<file path="config.mk">
export PLATFORM = sky130hd
export DESIGN_NAME = axis_data_gen
export DESIGN_NICKNAME = d
export VERILOG_FILES = /design/src/rtl/axis_data_gen.sv
export SDC_FILE = /design/constraint.sdc
export NUM_CORES = 1
export LEC_CHECK = 0
export ABC_CLOCK_PERIOD_IN_PS = 2600
export CORE_ASPECT_RATIO = 0.7
export CORE_MARGIN = 2
export CORE_UTILIZATION = 45
export DETAILED_ROUTE_END_ITERATION = 8
export PLACE_DENSITY_LB_ADDON = 0.1
export RECOVER_POWER = 50
export SLEW_MARGIN = 40
export SYNTH_ARGS = -nofsm -noshare
export SYNTH_HDL_FRONTEND = slang
export SYNTH_SLANG_ARGS = --single-unit
</file>
<file path="constraint.sdc">
create_clock -name ACLK -period 2.6 [get_ports ACLK]
set_input_delay 0.26 -clock ACLK [delete_from_list [all_inputs] [get_ports ACLK]]
set_output_delay 0.26 -clock ACLK [all_outputs]
set_load 0.005 [all_outputs]
</file>
<file path="src/rtl/axis_data_gen.sv">
// ----------------------------------------------------------------------------
// axis_data_gen
//   Free-running 32-bit test-pattern source for streaming datapaths. Emits one
//   word per clock while en is high and pauses, holding its sequence position,
//   while en is low. There is no backpressure input, so every VALID cycle is
//   one consumed word.
//
// Parameters
//   MODE        : 0 = incrementing counter, 1 = 32-bit Galois LFSR
//   START_VALUE : first counter word after reset (MODE 0)
//   INCREMENT   : counter step (MODE 0)
//   LFSR_SEED   : first LFSR word after reset (MODE 1); 0 is replaced by 1
//
// Ports
//   ACLK   in   1   rising-edge clock
//   RSTN   in   1   synchronous reset, active-high (asserted when 1)
//   en     in   1   generate enable, sampled every rising edge
//   TDATA  out  32  generated word, registered
//   VALID  out  1   TDATA holds a new word this cycle, registered
// ----------------------------------------------------------------------------
module axis_data_gen #(
    parameter int          MODE        = 0,
    parameter logic [31:0] START_VALUE = 32'h0000_0000,
    parameter logic [31:0] INCREMENT   = 32'h0000_0001,
    parameter logic [31:0] LFSR_SEED   = 32'h0000_0001
) (
    input  logic        ACLK,
    input  logic        RSTN,
    input  logic        en,
    output logic [31:0] TDATA,
    output logic        VALID
);

    // Taps for x^32 + x^22 + x^2 + x + 1 in right-shifting Galois form.
    localparam logic [31:0] LFSR_TAPS = 32'h8020_0003;

    // An all-zero seed would lock the LFSR at zero forever.
    localparam logic [31:0] EFF_SEED  = (LFSR_SEED == 32'h0) ? 32'h0000_0001 : LFSR_SEED;
    localparam logic [31:0] INIT_WORD = (MODE == 1) ? EFF_SEED : START_VALUE;

    logic [31:0] nxt;
    logic [31:0] nxt_step;

    always_comb begin
        nxt_step = nxt + INCREMENT;
        if (MODE == 1) begin
            if (nxt[0]) begin
                nxt_step = (nxt >> 1) ^ LFSR_TAPS;
            end else begin
                nxt_step = nxt >> 1;
            end
        end
    end

    // Reset wins over en; with en low TDATA and nxt simply hold so the
    // sequence resumes exactly where it stopped.
    always_ff @(posedge ACLK) begin
        if (RSTN) begin
            nxt   <= INIT_WORD;
            TDATA <= 32'h0;
            VALID <= 1'b0;
        end else if (en) begin
            TDATA <= nxt;
            VALID <= 1'b1;
            nxt   <= nxt_step;
        end else begin
            VALID <= 1'b0;
        end
    end

endmodule

</file>
* Word-level counts from Yosys, hierarchy flattened
Index checks and enable logic that the tools add are counted.
Storage, ports and cells: bits in registers 65, bits of input ports 3, output and inout bits 33, word-level logic and storage cells 5
Operators by class: $add $sub $neg 1, multiplexer cells 1
Operators by type and width (number):
- $add 32x1->32 const B | 1
- $mux 1 | 1

* Depth between registers and ports, before layout
depth after elaboration 1, depth in mapped cells 6, gate-level depth less buffers 5

* Least setup slack after synthesis
No wires, ideal clock.
kind reg2reg, start point reg nxt[6], end point reg nxt[31], library setup time 0.121 ns, data arrival time 1.780 ns, required time 2.479 ns, path slack 0.699 ns, stages on the path, launching flop included 6, path buffers 1, period minus slack after synthesis 1.901 ns, cells stage by stage dfxtp_1 nand3_2 or4_4 buf_6 nor4_1 mux2_2
On the way: cells in the longest elaborated chain, start to end 1
RTL lines:
- start: declaration | RTL line 41 | logic [31:0] nxt;
- start signal: assignment | RTL line 65 | nxt <= nxt_step;
- $add 32x1->32 | RTL line 45 | nxt_step = nxt + INCREMENT;
Every way passes these cells. A chain may end at the register's enable or synchronous reset.

* Worst setup path in the final report
start point reg nxt[9], end point reg nxt[31]
The elaborated chain is that of the path after synthesis.

==> Implementation_results.wiki <==
{| class="wikitable"
! Metric !! Value
|-
| CP required || 2.84 ns
|-
| Fraction of synthesized area in multiplexers || 12.8%
|-
| Maximum number of pins on one net before global-route repair || 37
|-
| Path type of the worst setup path || reg2reg
|-
| Global placement routability congestion || approximately 0.8
|-
| Synth cell count leaders || dfxtp_1, nor2_1, mux2i_1
|-
| Result of the run || finished, final reports clean
|-
| Unique masters post-synth || 29
|-
| Number of warning messages in the yosys log || 0
|-
| Fin Setup TNS || 0 ns
|-
| VDD IR max || approximately 0.38 mV
|-
| Antenna diode count || 0
|-
| Area contributors post-synth || dfxtp_1, mux2i_1, nor2_1
|-
| Clock latency at the later pin of the worst-skew pair || 0.34 ns
|-
| Setup crit start kind || register
|-
| WL final || around 5.3 mm
|-
| Die extent in x || 95.9 um
|-
| Net Count, Synth || around 290
|-
| Switching share of power || slightly above 20%
|-
| Share of power burned in registers || approximately 51%
|-
| Global-route usage over all layers || between 10% and 20%
|-
| Hold crit path type || in2reg
|-
| Post-synthesis to final-layout area growth || 22.5%
|-
| Reg2reg path depth || 4
|-
| Library cell with the largest summed area after synthesis || dfxtp_1
|-
| Slew at the pin closest to its max-slew limit || approximately 1.2 ns
|-
| Placed wire-length estimate after detailed placement || around 3.4 mm
|-
| Number of buffers created by CTS || 9
|-
| Sequential-to-total area share from yosys stat || slightly below 50%
|-
| Share of total power in combinational logic || under 10%
|-
| Number of setup buffers added after CTS || 0
|-
| Post-synth top flop || dfxtp_1
|-
| Internal power || approximately 0.0016 W
|-
| Starting density of the core || between 40% and 50%
|-
| Post-DP Area || approximately 0.003 sq mm
|-
| Compound-Gate Fraction of Synth Area || ~7.7%
|-
| Clock period minus worst slack || ~2.1 ns
|-
| Number of buffer cells added on primary ports || 35
|-
| Worst Slack Setup Final || 0.505 ns
|-
| TritonCTS clock tree || done
|-
| Final worst-path cycle share || between 80% and 90%
|-
| Critical register-to-register path endpoint || nxt[31]
|-
| Worst setup path endpoint || nxt[31]
|-
| Flip-flop and latch count after synthesis || 65
|-
| Post-route DRC || 0
|-
| Clock skew || 0.0105 ns
|-
| Via count normalized by instance count || 5.32
|-
| Adder-cell share of the synthesized area || less than 1%
|-
| Routed len/inst || roughly 14 um
|-
| Number of standard-cell rows in the floorplan || 23
|-
| Number of max-slew violations in the final report || 0
|-
| Pleak || roughly 1.2 nW
|-
| H-tree levels || 3
|-
| Clock transition at path regs || roughly 0.07 ns
|-
| Relative slew slack || a little over a fifth
|-
| Fmax || 477 MHz
|-
| DIE HEIGHT || 68.3 um
|-
| Fin nets || approximately 320
|-
| Final hold viol count || 0
|-
| Max-Cap Viols || 0
|-
| XOR/XNOR Fraction of Synth Area || under 10%
|-
| Quantity of gates resized following cts || 0
|-
| Global-route wire length before repair || 8.89 mm
|-
| Top-count cell post-synth || dfxtp_1
|-
| Hold_buf cts || 0
|-
| Switching power summed over all nets || around 0.0004 W
|-
| Pwr Density || 605 mW/mm^2
|-
| Synthesized netlist cell count || 281
|-
| Launching instance or port of the critical path || nxt[9]
|-
| First-pass detailed-route iteration total || 4
|-
| Routed Antenna Nets || 0
|-
| Mean instance size in the synthesized netlist || ~9.5 sq um
|-
| Fraction of synthesis flops using an asynchronous set or reset pin || 0%
|-
| Netlist area before placement || roughly 0.0027 sq mm
|-
| Proportion of netlist area held by the largest area contributor || between 40% and 50%
|-
| Worst Path Arrival || about 2.3 ns
|-
| Sink count of the clock tree || 65
|-
| Pre-CTS setup slack || 0.563 ns
|-
| Endpoint type of the worst setup path || register
|-
| Core region area || around 0.0057 sq mm
|-
| Largest fanout on the critical path || 22
|-
| Setup repair after global routing missed its margin || false
|-
| Simple-gate portion of the synthesized area || ~23%
|-
| PnR Total Power || a little under 0.002 W
|-
| Boundary Pins || 36
|-
| Dominant combinational cell family by area after synthesis || simple AND/OR/NAND/NOR gates
|-
| Total congestion overflow after global routing || 0
|-
| Number of antenna violations at the first check in global routing || 0
|-
| Fraction of layout instances using a drive strength above 1 || between 7 and 8%
|-
| Die Outline Area || around 0.0066 sq mm
|-
| Count of flip-flops with a built-in enable after synthesis || 0
|-
| Worst R2R Setup Slack || between 0.5 and 0.6 ns
|-
| Drt first-iter violations || between 80 and 90
|-
| Clk network pwr share || between 40% and 50%
|-
| Clock root cell || clkbuf_8
|-
| Endpoints failing setup || 0
|-
| Critical register-to-register path startpoint || nxt[9]
|-
| Routed vias || ~2100
|-
| Clock tree buffer depth || 2
|-
| Post-route design area || approximately 0.0033 sq mm
|-
| Vias in the first global route || 1779
|}
-- kinds of logic after synthesis --
kind of cell	Yosys count
xor+xnor	13
buf+inv	20
mux	34
flops	65
simple gates	114
fa+ha+maj	1
compound gates	34
-- sequential cells by signal (all words and copies together) (netlist names) --
name   count
nxt       32
VALID      1
TDATA     32
-- worst min-delay path by stage --
| stage | from | endpoint | slack, ns | cells past startpoint |
|---|---|---|---|---|
| floorplan | nxt[26] | nxt[26] | 0.46 | 2 |
| global placement | TDATA[1] | TDATA[1] | 0.47 | 2 |
| detailed placement | TDATA[22] | TDATA[22] | 0.48 | 2 |
| CTS | en | nxt[2] | 0.26 | 4 |
| global route | en | nxt[2] | 0.32 | 4 |
| finish | en | nxt[2] | 0.28 | 4 |
-- per-stage QoR --
step	hold WS [ns]	utilization (%)	cells
final	0.282	56.9	393
after global routing	0.318	56.9	393
after CTS	0.256	57.0	393
after detailed placement	0.482	53.3	378
after global placement	0.472	53.3	378
after floorplan	0.460	-	281
-- final cells by class --
class	count	area, sq um
fill	520	2470
sequential	65	1300
multi-input combinational	196	1280
timing repair buffer	38	359
clock buffer	13	179
tap	75	93.8
clock inverter	2	35.0
inverter	4	15.0
-- per-layer routing --
layer	GRT usage (%)	part of all wire [%]	vias to the layer above
li1	-	-	1082
met1	25.6	54	957
met2	24.0	40	44
met3	8.15	5.1	7
met4	6.96	1.4	0
met5	0	0	-
-- power by group through the flow --
stage / clock, W / sequential [W] / combinational (W)
2_1_floorplan: 0 / 0.00103 / 0.0000440
3_3_place_gp: 0 / 0.00103 / 0.0000614
3_5_place_dp: 0 / 0.00103 / 0.0000614
4_1_cts: 0.000929 / 0.00101 / 0.0000621
5_1_grt: 0.000978 / 0.00101 / 0.0000679
6_report: 0.000905 / 0.00101 / 0.0000612
-- worst max-delay path: stages (launching register included) --
cell	delay (ns)
dfxtp_1	0.48
nand4_2	0.18
or4_4	0.65
nor4_1	0.32
mux2_2	0.37
-- placed cells by master (no fill, tap or decap), types with 2 or more instances in the layout --
cell,count
inv_1,4
o31ai_1,12
nand3_1,11
o21ai_0,4
clkdlybuf4s50_1,24
nor2_1,48
a21oi_1,17
nor2b_1,2
nand2_1,11
mux2i_1,33
dfxtp_1,65
xnor2_1,5
or3_1,4
and3_1,3
nand3_2,2
nor4_1,4
or4_1,12
xor2_1,8
dlygate4sd3_1,9
and4_1,5
clkbuf_8,13
nand4_1,8
buf_4,2
No activity file was read; power rests on OpenSTA's default activity.
